$ cat config.mk
export PLATFORM = sky130hd
export DESIGN_NAME = i2c_master_arbiter
export DESIGN_NICKNAME = d
export VERILOG_FILES = /design/src/rtl/i2c_master_arbiter.sv
export SDC_FILE = /design/constraint.sdc
export NUM_CORES = 1
export LEC_CHECK = 0
export BUFFER_PORTS_ARGS = -buffer_cell sky130_fd_sc_hd__buf_4
export CELL_PAD_IN_SITES_DETAIL_PLACEMENT = 1
export CELL_PAD_IN_SITES_GLOBAL_PLACEMENT = 1
export CORE_MARGIN = 8
export CORE_UTILIZATION = 37
export DETAILED_ROUTE_END_ITERATION = 10
export PLACE_DENSITY = 0.83
export SYNTH_ARGS = -nofsm -noshare
export SYNTH_HDL_FRONTEND = slang
export SYNTH_SLANG_ARGS = --single-unit
export TNS_END_PERCENT = 30
$ cat constraint.sdc
create_clock -name i_sys_clk -period 2.6 [get_ports i_sys_clk]
set_input_delay 0.13 -clock i_sys_clk [delete_from_list [all_inputs] [get_ports i_sys_clk]]
set_output_delay 0.13 -clock i_sys_clk [all_outputs]
set_load 0.01 [all_outputs]
$ cat src/rtl/i2c_master_arbiter.sv
// Round-robin arbiter and transaction sequencer sharing one I2C master
// between N_REQ requesters. It latches the winner's address/data, issues one
// start pulse, follows the master's busy/valid handshake and reports
// completion, read data and timeout back to the granted requester.
module i2c_master_arbiter #(
    parameter int N_REQ          = 4,
    parameter int TIMEOUT_CYCLES = 65535
) (
    input  logic               i_sys_clk,
    input  logic               i_sys_rstn,
    input  logic [N_REQ-1:0]   i_req,
    input  logic [N_REQ*8-1:0] i_addr,
    input  logic [N_REQ*8-1:0] i_wdata,
    output logic [N_REQ-1:0]   o_gnt,
    output logic [N_REQ-1:0]   o_done,
    output logic               o_err,
    output logic [7:0]         o_rdata,
    output logic               o_rvalid,
    output logic [7:0]         o_m_address,
    output logic [7:0]         o_m_write_data,
    output logic               o_m_req_trans,
    input  logic               i_m_busy,
    input  logic [7:0]         i_m_read_data,
    input  logic               i_m_valid_out
);

    localparam int CW = $clog2(TIMEOUT_CYCLES + 1);
    localparam int PW = $clog2(N_REQ);
    localparam logic [CW-1:0] CNT_MAX  = CW'(TIMEOUT_CYCLES);
    localparam logic [PW-1:0] LAST_IDX = PW'(N_REQ - 1);

    typedef enum logic [2:0] {
        IDLE,
        ISSUE,
        WAIT_START,
        RUN,
        DONE
    } state_t;

    state_t          state;
    logic [PW-1:0]   ptr;
    logic [PW-1:0]   win_idx;
    logic [CW-1:0]   cnt;
    logic            read_seen;

    logic [PW-1:0]   pick;
    logic            pick_found;
    logic [7:0]      sel_addr;
    logic [7:0]      sel_wdata;

    // Round-robin pick: the lowest requester at or above ptr wins, otherwise
    // wrap around to the lowest requester overall.
    always_comb begin
        pick       = '0;
        pick_found = 1'b0;
        for (int k = N_REQ - 1; k >= 0; k--) begin
            if (i_req[k]) begin
                pick       = PW'(k);
                pick_found = 1'b1;
            end
        end
        for (int k = N_REQ - 1; k >= 0; k--) begin
            if (i_req[k] && (PW'(k) >= ptr)) begin
                pick = PW'(k);
            end
        end
    end

    // Route the picked requester's address and write byte toward the latch.
    always_comb begin
        sel_addr  = '0;
        sel_wdata = '0;
        for (int k = 0; k < N_REQ; k++) begin
            if (pick == PW'(k)) begin
                sel_addr  = i_addr[k*8 +: 8];
                sel_wdata = i_wdata[k*8 +: 8];
            end
        end
    end

    // Transaction sequencer: grant, start pulse, handshake tracking, completion.
    always_ff @(posedge i_sys_clk or negedge i_sys_rstn) begin
        if (!i_sys_rstn) begin
            state          <= IDLE;
            ptr            <= '0;
            win_idx        <= '0;
            cnt            <= '0;
            read_seen      <= 1'b0;
            o_gnt          <= '0;
            o_done         <= '0;
            o_err          <= 1'b0;
            o_rdata        <= '0;
            o_rvalid       <= 1'b0;
            o_m_address    <= '0;
            o_m_write_data <= '0;
            o_m_req_trans  <= 1'b0;
        end else begin
            o_m_req_trans <= 1'b0;
            o_done        <= '0;
            o_err         <= 1'b0;
            o_rvalid      <= 1'b0;
            case (state)
                IDLE: begin
                    if (pick_found && !i_m_busy) begin
                        win_idx        <= pick;
                        o_gnt          <= N_REQ'(1) << pick;
                        o_m_address    <= sel_addr;
                        o_m_write_data <= sel_wdata;
                        state          <= ISSUE;
                    end
                end
                ISSUE: begin
                    o_m_req_trans <= 1'b1;
                    cnt           <= '0;
                    state         <= WAIT_START;
                end
                WAIT_START: begin
                    if (i_m_busy) begin
                        cnt   <= '0;
                        state <= RUN;
                    end else if (cnt == CNT_MAX) begin
                        o_done <= o_gnt;
                        o_err  <= 1'b1;
                        state  <= DONE;
                    end else begin
                        cnt <= cnt + 1'b1;
                    end
                end
                RUN: begin
                    if (i_m_valid_out) begin
                        o_rdata   <= i_m_read_data;
                        read_seen <= 1'b1;
                    end
                    if (!i_m_busy) begin
                        o_done   <= o_gnt;
                        o_rvalid <= o_m_address[0] && (read_seen || i_m_valid_out);
                        state    <= DONE;
                    end else if (cnt == CNT_MAX) begin
                        o_done <= o_gnt;
                        o_err  <= 1'b1;
                        state  <= DONE;
                    end else begin
                        cnt <= cnt + 1'b1;
                    end
                end
                DONE: begin
                    o_gnt     <= '0;
                    ptr       <= (win_idx == LAST_IDX) ? '0 : win_idx + 1'b1;
                    read_seen <= 1'b0;
                    cnt       <= '0;
                    state     <= IDLE;
                end
                default: begin
                    state <= IDLE;
                end
            endcase
        end
    end

endmodule

== After elaboration in Yosys (flattened, before gate mapping) ==
Index checks and enable logic that the tools add are counted.
W data, S select, Z words.

* Add/sub/neg operators: 2
* Order comparisons: 4
* Eq/ne operators: 12
* Shift operators: 1
* Mux-type cells: 45
* Reductions and logical operators: 19

{| class="wikitable"
|+ Operators with widths
! kind !! number
|-
| $mux W8 || 8
|-
| $mux W16 || 3
|-
| $pmux W16 S3 || 1
|-
| $mux W2 || 9
|-
| $add A16 B1 Y16 const B || 1
|-
| $eq A16 B16 Y1 const B || 1
|-
| $mux W4 || 4
|-
| $pmux W4 S2 || 2
|-
| $mux W3 || 4
|-
| $pmux W3 S4 || 1
|-
| $mux W1 || 11
|-
| $reduce_and A2 Y1 || 5
|-
| $eq A2 B2 Y1 const B || 3
|-
| $eq A3 B2 Y1 const B || 2
|-
| $logic_and A1 B1 Y1 || 6
|-
| $ne A2 B2 Y1 const B || 3
|-
| $ge A1 B2 Y1 const A || 2
|-
| $ge A2 B2 Y1 const A || 2
|-
| $pmux W1 S2 || 2
|-
| $reduce_bool A2 Y1 || 2
|-
| $shl A1 B2 Y4 const A || 1
|-
| $eq A3 B1 Y1 const B || 1
|-
| $eq A3 B3 Y1 const B || 1
|-
| $logic_not A3 Y1 || 1
|-
| other kinds (7) || 7
|}

* Register bits after elaboration: 59
* Bits of input ports: 80
* Output and inout port bits: 35
* Logic and storage cells: 96

== Depth between registers and ports, before layout ==
Gate-level depths: netlist of run 1.

* Depth in word-level cells: 13
* Gate-level depth with buffers: 8
* Mapped depth without buffers: 6

== Least setup slack after synthesis of run 1 ==
Ideal clock, no wire load.

* Kind: reg2reg
* From: reg cnt[0]
* To: reg cnt[6]
* Setup time: 123 ps
* Arrival: 1931 ps
* Required time: 2477 ps
* Setup slack: 546 ps
* Stages on the path, launching flop included: 9
* Path buffers: 2
* Clock period less this slack: 2054 ps
* Path through: dfrtp_1 -> ha_1 -> nand3_4 -> or4_4 -> buf_6 -> o211ai_2 -> buf_6 -> nor3_2 -> o221a_1

* Word-level cells in the longest chain between the ends: 4
* Elaborated cells on any way between the ends: 6
* Classes of those cells: 1 x add/sub; 1 x eq/ne; 4 x mux

{| class="wikitable"
|+ RTL lines
! element !! line !! text
|-
| start, declared || 43 || <nowiki>logic [CW-1:0] cnt;</nowiki>
|-
| start signal, assigned || 126 || <nowiki>cnt <= cnt + 1'b1;</nowiki>
|-
| start signal, assigned || 143 || <nowiki>cnt <= cnt + 1'b1;</nowiki>
|-
| $add A16 B1 Y16 or $eq A16 B16 Y1 (tied branches) || - ||
|-
| $mux W16 (*) || 121, 138 ||
|-
| $mux W16 (on tied branches) || 134, 118 ||
|-
| $pmux W16 S3 (*) || 102 || <nowiki>case (state)</nowiki>
|}

Mark *: on every way between the ends. The rest lies on a longest branch, timed or not. The select of a mux whose other input is x is not followed.
A chain may end at the register's enable or synchronous reset.

== Worst setup path after layout of run 1 ==
Same ends and word-level chain as after synthesis.

==> qor.txt, run 1 <==
Run status: finished clean
Max stage delay on crit path: 0.62 ns
Post-Syn Instances: 328
Resized cells post-CTS: 0
Placed Cells: 525
Slew HR: 48.87%
Worst path slowest cell: or4_4
Yosys warns: 0
Mapped Avg Cell Area: 9.582 µm²
Critical-path cell list: ha_1 -> nand3_4 -> or4_4 -> o211ai_2 -> nor3_2 -> o221a_1
Hold depth: 2
Site row count: 33
CP Max Fanout: 11
GPL Wtd Cong: 0.8214
Layout area overhead: 35.27%
Post-synth ARST share: 100.0%
Worst r2r path cells: 6
Pleak: 1.940 nW
CTS root buf: clkbuf_8
CTS buffer count: 9
Crit path time final: 2.213 ns
Die height: 108.2 µm
Type of the worst min-delay path: in2reg
Setup tns final: 0 ns
FMAX: 0.4519 GHz
Placement Cell Area: 4040 µm²
Longest Clk Path Bufs: 2
# DRC: 0
Wire per inst: 19.45 µm
RSZ-0062 raised after global routing: no
Fillers: 947
Yosys cell types: 57
Routed vias: 3051
H-tree level count: 3
Tot GR Track Use: 18.37%
CTS tree: done
IO buf count: 114
Cell area after synthesis: 3143 µm²
Crit path DAT: 2.44 ns
Ant diodes: 0
Req. time, crit path: 2.83 ns
Sequential share of the synthesized area: 46.97%
Post-route design area: 4252 µm²
Reg-to-reg startpoint: cnt[0]$_DFFE_PN0P_
Io pins: 115
Initial Utilization: 38.25%
Sink Count: 59
Setup crit start: cnt[0]$_DFFE_PN0P_
Total gr overflow: 0
Number of antenna violations at the first check in global routing: 0
Final period util: 85.11%
Vias in the first global route: 3368
Util after Layout: 51.74%
1st-iter DRT viols: 78
Post-Route WL: 10520 µm
Synth Flop Type: dfrtp_1
Crit start category: flip-flop
Startpoint of the worst hold path: i_m_read_data[3]
R2r endpoint: cnt[6]$_DFFE_PN0P_
ANT nets after route: 0
Drt pass-1 iters: 5
First-pass GRT wire length: 17130 µm
Die Width: 108.2 µm
Die ar.: 11700 µm²
Worst clock skew: 0.007238 ns
Final non-filler cell total: 541
Share of cells above drive strength 1: 37.39%
Fin. Hold Viols: 0
Max-cap violations: 0
Power per cell area: 987.8 nW/µm²
Worst skew pair latency: 0.34 ns
Core area: 8217 µm²
Peak VDD IR: 0.3726 mV
Worst-path clk slew: 0.07 ns
Crit. End Element: flip-flop
Layout Nets: 514
Dpl hpwl: 8028 µm
Number of flops mapped to enable cells by yosys: 0
# Post-CTS Setup Buffers: 0
Slew Viols, Final: 0
Vias per cell: 5.640
Reg-to-reg slack, setup: 0.39 ns
Yosys reg bits: 59
Final setup vio count: 0
WHS: 0.01378 ns
Worst-Margin Slew: 0.7670 ns
Net Count, Synth: 410
Largest net degree at the start of global routing: 60
CP Class: reg2reg
Hold EP: o_rdata[3]$_DFFE_PN0P_
## power breakdown
group	internal (mW)	switching, mW
combinational	0.857	0.993
clock	0.488	0.382
sequential	1.23	0.252
## synth_stat cells (all sizes together) (3+ instances only)
master / number / area [µm²]
nand4: 3 / 33.78
clkbuf: 19 / 71.32
nand2b: 5 / 31.28
nand3b: 3 / 22.52
or3: 8 / 55.05
a221oi: 15 / 131.4
or2: 5 / 31.28
dfrtp: 59 / 1476
and3: 7 / 43.79
o21ai: 14 / 73.82
mux2: 9 / 101.4
nand3: 12 / 72.57
nor4: 3 / 18.77
o211ai: 4 / 35.03
nand2: 28 / 105.1
nor2: 9 / 41.29
or4: 5 / 42.54
nor3: 5 / 30.03
o31ai: 5 / 37.54
and2: 4 / 26.28
o22ai: 16 / 100.1
buf: 7 / 53.80
nor2b: 8 / 50.05
a21oi: 45 / 225.2
inv: 7 / 26.28
## area by class of cell
class                      instances  area, µm²  share of cell area (%)
multi-input combinational        236       1520                   35.76
sequential                        59       1476                   34.73
timing repair buffer             119      895.9                   21.07
clock buffer                      11      151.4                   3.561
tap                              105      131.4                   3.090
clock inverter                     4      50.05                   1.177
inverter                           7      26.28                  0.6180
## timing repair
item | in CTS | in global routing
endpoints found under the setup margin | 0 | 0
hold endpoints to repair | 59 | 0
hold buffers | 1 | 0
## cell usage in the layout (no fill, tap or decap), types with 4 or more instances in the layout
| master | instances |
|---|---|
| buf_4 | 118 |
| dfrtp_1 | 59 |
| a21oi_1 | 45 |
| nand2_1 | 28 |
| o22ai_1 | 16 |
| a221oi_1 | 15 |
| nand3_1 | 11 |
| clkbuf_8 | 11 |
| o21ai_0 | 9 |
| mux2_2 | 9 |
| nor2b_1 | 8 |
| nor2_1 | 8 |
| inv_1 | 7 |
| and3_1 | 7 |
| nand2b_1 | 5 |
| or2_2 | 5 |
| o31ai_1 | 5 |
| or3_1 | 4 |
| or3_2 | 4 |
| o21ai_1 | 4 |
## through the flow
| stage | worst slack, ns | total power [mW] |
|---|---|---|
| finish | 0.3870 | 4.200 |
| global route | 0.2403 | 4.489 |
| CTS | 0.3829 | 4.251 |
| detailed placement | 0.3975 | 3.365 |
| global placement | 0.4338 | 3.284 |
| floorplan | 0.5460 | 2.579 |
## flip-flops by register name, summed over array words and instances, names as in the netlist
| signal | cells |
|---|---|
| o_gnt | 4 |
| o_m_address | 8 |
| state | 3 |
| read_seen | 1 |
| o_m_write_data | 8 |
| o_done | 4 |
| o_err | 1 |
| cnt | 16 |
| o_rvalid | 1 |
| o_rdata | 8 |
| ptr | 2 |
| o_m_req_trans | 1 |
| win_idx | 2 |
## layer usage
metal	global-route usage [%]	share of wire [%]	wire, µm
met1	19.84	37	3936
met2	31.12	51	5351
met3	8.447	10	1082
met4	6.244	1.4	150
met5	0	0	0
## how the worst max path moves through the flow
| stage | cells after the start | to | slack (ns) |
|---|---|---|---|
| floorplan | 8 | cnt[6]$_DFFE_PN0P_ | 0.55 |
| global placement | 6 | cnt[6]$_DFFE_PN0P_ | 0.43 |
| detailed placement | 6 | cnt[6]$_DFFE_PN0P_ | 0.40 |
| CTS | 6 | cnt[6]$_DFFE_PN0P_ | 0.38 |
| global route | 6 | cnt[6]$_DFFE_PN0P_ | 0.24 |
| finish | 6 | cnt[6]$_DFFE_PN0P_ | 0.39 |
## critical path, delay by kind of cell, from the launching register on
kind | cells | cell delay, ns
simple gates | 3 | 0.81
flops | 1 | 0.40
compound gates | 2 | 0.66
fa+ha+maj | 1 | 0.23
## cells by family after synthesis
family / Yosys count / share of synthesized area (%)
flip-flops: 59 / 46.97
buffers and inverters: 33 / 4.817
adder cells (fa/ha/maj): 3 / 1.115
multiplexers: 9 / 3.225
AND/OR/NAND/NOR: 105 / 19.23
AO/OA/AOI/OAI: 116 / 23.81
XOR/XNOR: 3 / 0.8361
(Power assumes the default switching activity.)
==> run 2, diff against run 1 <==
CELL_PAD_IN_SITES_GLOBAL_PLACEMENT = 2   (was 1)
CORE_UTILIZATION = 29   (was 37)
PLACE_DENSITY = 0.82   (was 0.83)
==> run 2 against run 1 <==
  * Fmax shrank 1.6%
  * Combinational power is essentially flat
  * Count of clock-buffer cells in the layout is 3 higher
  * Cell count is 6.8% higher
  * First-iteration DRC count up 76%
  * Sequential share of layout area decreased by 0.18 points
  * Via count down 1.7%
  * Power down 2.7%
  * Global-route usage down 3.1 points
  * Clock skew grew 0.0021 ns
  * Largest power group unchanged
  * Highest routed layer unchanged
==> qor.txt, run 2 (synthesis gave the netlist of run 1 again) <==
WHS: 0.03452 ns (+0.02074 ns)
Crit path DAT: 2.47 ns (+0.03 ns)
Layout Nets: 515 (+0.19%)
Worst path slowest cell: or4_4
Fin. Hold Viols: 0 (unchanged)
Longest Clk Path Bufs: 2 (unchanged)
Number of flip-flops in the largest register: 16 (unchanged)
Setup crit start: cnt[0]$_DFFE_PN0P_
Max-cap violations: 0 (unchanged)
Vias in the first global route: 3450 (+2.4%)
Power per cell area: 956.3 nW/µm² (-3.2%)
Die Width: 120.1 µm (+11%)
DP Worst Slack: 0.3619 ns (-0.03562 ns)
Vias per cell: 5.187 (-8.0%)
RSZ-0062 raised after global routing: no
Type of the worst min-delay path: in2reg
CP Max Fanout: 11 (unchanged)
CTS buffer count: 9 (unchanged)
Crit. End Element: flip-flop
Reg-to-reg slack, setup: 0.35 ns (-0.04 ns)
Worst skew pair latency: 0.33 ns (about the same)
Total gr overflow: 0 (unchanged)
1st-iter DRT viols: 137 (+76%)
Core area: 10700 µm² (+30%)
Post-Route WL: 10780 µm (+2.5%)
Startpoint of the worst hold path: i_m_read_data[5]
Worst clock skew: 0.009317 ns (+0.002079 ns)
CTS tree: done
Ant diodes: 0 (unchanged)
Largest net degree at the start of global routing: 60 (unchanged)
Fillers: 1260 (+33%)
Reg-to-reg startpoint: cnt[0]$_DFFE_PN0P_
Multi-input gate area in the final layout: 1520 µm² (unchanged)
Reg with most FFs: cnt
CTS root buf: clkbuf_8
Max stage delay on crit path: 0.62 ns (about the same)
Worst setup margin: 0.3518 ns (-0.03523 ns)
Io pins: 115 (unchanged)
Sink Count: 59 (unchanged)
H-tree level count: 3 (unchanged)
Dpl hpwl: 8247 µm (+2.7%)
Layout area overhead: 35.99%
ANT nets after route: 0 (unchanged)
Final period util: 86.47% (+1.4 points)
Number of antenna violations at the first check in global routing: 0 (unchanged)
Die height: 120.1 µm (+11%)
Total power: 4.087 mW (-2.7%)
Initial Utilization: 29.38% (-8.9 points)
Wire per inst: 18.66 µm (-4.1%)
Crit path time final: 2.248 ns (+0.03523 ns)
Slew HR: 47.32% (-1.5 points)
Run status: finished clean
CP Class: reg2reg
Die ar.: 14430 µm² (+23%)
Pleak: 1.937 nW (-0.11%)
Setup tns final: 0 ns (unchanged)
Crit start category: flip-flop
Register area: 1476 µm² (unchanged)
Worst-path clk slew: 0.07 ns (about the same)
Tot GR Track Use: 15.30% (-3.1 points)
Most frequent cells in the layout: buf_4 (119), dfrtp_1 (59), a21oi_1 (45), nand2_1 (28), o22ai_1 (16)
Site row count: 38 (+15%)
GPL Wtd Cong: 0.7412 (-9.8%)
Routed vias: 2998 (-1.7%)
FMAX: 0.4448 GHz (-1.6%)
First-pass GRT wire length: 17640 µm (+2.9%)
Drt pass-1 iters: 4 (-1)
Share of cells above drive strength 1: 36.99% (-0.40 points)
# DRC: 0 (unchanged)
IO buf count: 114 (unchanged)
Final setup vio count: 0 (unchanged)
Req. time, crit path: 2.82 ns (about the same)
Worst-Margin Slew: 0.7901 ns (+0.02319 ns)
Slew Viols, Final: 0 (unchanged)
Peak VDD IR: 0.3097 mV (-17%)
Critical-path cell list: ha_1 -> nand3_4 -> or4_4 -> o211ai_2 -> nor3_2 -> o221a_1
Commonest non-fill, non-tap cell in the layout: buf_4
==> run 2: where the power goes <==
group / internal [mW] / switching (mW)
clock network: 0.396 / 0.351
registers: 1.23 / 0.250
logic: 0.868 / 0.991
==> run 2: metal layers <==
layer / wire length (µm) / part of all wire [%] / up-vias / track usage [%]
met4: 159 / 1.5 / 0 / 4.684
met5: 0 / 0 / - / 0
met2: 5197 / 48 / 93 / 25.85
met1: 4295 / 40 / 1459 / 16.30
met3: 1131 / 10 / 13 / 7.938
li1: - / - / 1433 / -
==> run 2: path summary, 6_finish.rpt <==
check,endpoint,cells after the start
worst min-delay path,o_rdata[5]$_DFFE_PN0P_,2
worst min register to register,ptr[0]$_DFFE_PN0P_,1
min in group asynchronous,cnt[3]$_DFFE_PN0P_,2
max in group asynchronous,o_m_write_data[5]$_DFFE_PN0P_,2
worst max register to register,cnt[6]$_DFFE_PN0P_,6
worst max-delay path,cnt[6]$_DFFE_PN0P_,6
==> run 2: what timing repair did <==
action,CTS,global route
hold endpoints to repair,59,0
hold buffers,1,0
resized for setup,0,0
setup buffers,0,0
==> run 2: layout make-up <==
cell class	count	share of cell area, %
Tap cell	140	4.098
Sequential cell	59	34.54
Clock buffer	14	3.806
Timing Repair Buffer	120	21.14
Clock inverter	2	0.2342
Multi-Input combinational cell	236	35.57
Inverter	7	0.6148
==> run 2: worst max-delay path, delay by kind of cell (launching register included) <==
kind | cells | cell delay (ns)
flops | 1 | 0.41
simple gates | 3 | 0.81
compound gates | 2 | 0.68
fa+ha+maj | 1 | 0.24
==> run 2: metrics by stage <==
step	instances	utilization [%]	area (µm²)
after CTS	578	39.95	4274
after floorplan	328	-	3143
final	578	39.95	4274
after global routing	578	39.95	4274
after global placement	561	38.25	4091
after detailed placement	561	38.25	4091
==> run 3, diff against run 2 <==
CTS_BUF_LIST = sky130_fd_sc_hd__clkbuf_8 sky130_fd_sc_hd__clkbuf_16   (was unset)
==> run 3 against run 2 <==
  * Via count down 0.20%
  * Global-route usage unchanged
  * Count of clock-buffer cells in the layout down 3
  * Combinational power about the same
  * First-iteration DRC count down 4.4%
  * Clock power down 1%
  * Hold slack about the same
  * Die area unchanged
  * Sequential power about the same
  * Utilization unchanged
  * Flip-flop and latch count unchanged
  * Fmax about the same
  * Largest cell class unchanged
==> qor.txt, run 3 (synthesis gave the netlist of run 1 again) <==
Longest Clk Path Bufs: 2 (unchanged)
Reg with most FFs: cnt
R2r endpoint: cnt[6]$_DFFE_PN0P_
First-pass GRT wire length: 17640 µm (unchanged)
Dpl hpwl: 8247 µm (unchanged)
Largest net degree at the start of global routing: 60 (unchanged)
Layout Nets: 515 (unchanged)
Total gr overflow: 0 (unchanged)
Final non-filler cell total: 578 (unchanged)
Peak VDD IR: 0.3097 mV (about the same)
Placed Cells: 561 (unchanged)
Tot GR Track Use: 15.30% (unchanged)
Worst skew pair latency: 0.33 ns (about the same)
GPL Wtd Cong: 0.7412 (unchanged)
FMAX: 0.4448 GHz (about the same)
Fin. Hold Viols: 0 (unchanged)
Number of antenna violations at the first check in global routing: 0 (unchanged)
Number of flip-flops in the largest register: 16 (unchanged)
Req. time, crit path: 2.82 ns (about the same)
GR Util met1: 16.30% (unchanged)
# DRC: 0 (unchanged)
Pleak: 1.950 nW (+0.64%)
Crit. End Element: flip-flop
Worst-Margin Slew: 0.7915 ns (+0.001407 ns)
Share of cells above drive strength 1: 36.99% (unchanged)
CTS root buf: clkbuf_8
Die Width: 120.1 µm (unchanged)
CP Max Fanout: 11 (unchanged)
Reg-to-reg startpoint: cnt[0]$_DFFE_PN0P_
Run status: finished clean
Final setup vio count: 0 (unchanged)
Met2 Use GR: 25.85% (unchanged)
H-tree level count: 3 (unchanged)
Crit path time final: 2.248 ns (-0.00001400 ns)
M3 GR Usage: 7.938% (unchanged)
1st-iter DRT viols: 131 (-4.4%)
Type of the worst min-delay path: in2reg
Placement Cell Area: 4091 µm² (unchanged)
ANT nets after route: 0 (unchanged)
Setup crit end: cnt[6]$_DFFE_PN0P_
Post-route design area: 4274 µm² (unchanged)
Max-cap violations: 0 (unchanged)
# Post-CTS Setup Buffers: 0 (unchanged)
Site row count: 38 (unchanged)
WHS: 0.03423 ns (-0.0002856 ns)
Vias in the first global route: 3449 (-0.029%)
CP bufs+invs: 0 (unchanged)
Global route hottest layer: met2
Worst-path clk slew: 0.07 ns (about the same)
Core area: 10700 µm² (unchanged)
Max stage delay on crit path: 0.62 ns (about the same)
Crit. path cell count: 6 (unchanged)
Crit path DAT: 2.47 ns (about the same)
Routed vias: 2992 (-0.20%)
Commonest non-fill, non-tap cell in the layout: buf_4
Vias per cell: 5.176 (-0.20%)
Total power: 4.077 mW (-0.26%)
Power per cell area: 953.8 nW/µm² (-0.26%)
Final period util: 86.47% (about the same)
Io pins: 115 (unchanged)
Wire per inst: 18.67 µm (about the same)
Slew HR: 47.23% (-0.094 points)
CTS tree: done
IO buf count: 114 (unchanged)
Top delay family on crit path: simple AND/OR/NAND/NOR gates
Slew Viols, Final: 0 (unchanged)
Most frequent cells in the layout: buf_4 (119), dfrtp_1 (59), a21oi_1 (45), nand2_1 (28), o22ai_1 (16)
Worst path slowest cell: or4_4
Sink Count: 59 (unchanged)
Fillers: 1260 (unchanged)
Layout area overhead: 35.99% (unchanged)
Crit start category: flip-flop
CTS buffer count: 9 (unchanged)
Setup crit start: cnt[0]$_DFFE_PN0P_
Initial Utilization: 29.38% (unchanged)
Worst r2r path cells: 6 (unchanged)
Die height: 120.1 µm (unchanged)
Reg-to-reg slack, setup: 0.35 ns (about the same)
Post-Route WL: 10790 µm (about the same)
RSZ-0062 raised after global routing: no
Setup tns final: 0 ns (unchanged)
Worst clock skew: 0.009039 ns (-0.0002780 ns)
Die ar.: 14430 µm² (unchanged)
Ant diodes: 0 (unchanged)
CP Class: reg2reg
Critical-path cell list: ha_1 -> nand3_4 -> or4_4 -> o211ai_2 -> nor3_2 -> o221a_1
Drt pass-1 iters: 4 (unchanged)
==> run 3: changes by cell type in the layout (fill, tap and decap cells not counted) <==
cell      delta
clkbuf_1     -3
inv_1        +3
==> run 3: through the flow <==
stage          setup WS, ns  utilization (%)
2_1_floorplan        0.5460                -
3_3_place_gp         0.4280            38.25
3_5_place_dp         0.3619            38.25
4_1_cts              0.3413            39.95
5_1_grt              0.2392            39.95
6_report             0.3518            39.95
==> run 3: metal layers <==
layer	up-vias	share of wire [%]	routed length [µm]
li1	1433	-	-
met1	1455	40	4311
met2	91	48	5192
met3	13	10	1128
met4	0	1.5	159
met5	-	0	0
==> run 3: cell type report <==
type	count	area (µm²)	share of cell area, %
Clock inverter	5	21.27	0.4977
Timing Repair Buffer	120	903.4	21.14
Tap cell	140	175.2	4.098
Inverter	7	26.28	0.6148
Sequential cell	59	1476	34.54
Clock buffer	11	151.4	3.542
Multi-Input combinational cell	236	1520	35.57
==> run 3: how the worst min path moves through the flow <==
stage	slack, ns	from	to	cells past startpoint
after CTS	0.02	i_m_read_data[3]	o_rdata[3]$_DFFE_PN0P_	2
final	0.03	i_m_read_data[3]	o_rdata[3]$_DFFE_PN0P_	2
after floorplan	-0.17	i_sys_rstn	cnt[0]$_DFFE_PN0P_	0
after global placement	0.26	i_sys_rstn	cnt[2]$_DFFE_PN0P_	1
after global routing	0.02	i_m_read_data[7]	o_rdata[7]$_DFFE_PN0P_	2
after detailed placement	0.27	i_sys_rstn	cnt[2]$_DFFE_PN0P_	1
==> run 3: what timing repair did <==
item                                   4_1_cts  5_1_grt
hold buffers                                 1        0
endpoints found under the hold margin       59        0
setup endpoints to repair                    0        0
gates resized for setup                      0        0
==> run 3: power breakdown <==
| group | internal [mW] | switching, mW | leakage, nW |
|---|---|---|---|
| Clock | 0.385 | 0.352 | 0.103 |
| Sequential | 1.23 | 0.250 | 0.742 |
| Combinational | 0.868 | 0.991 | 1.10 |
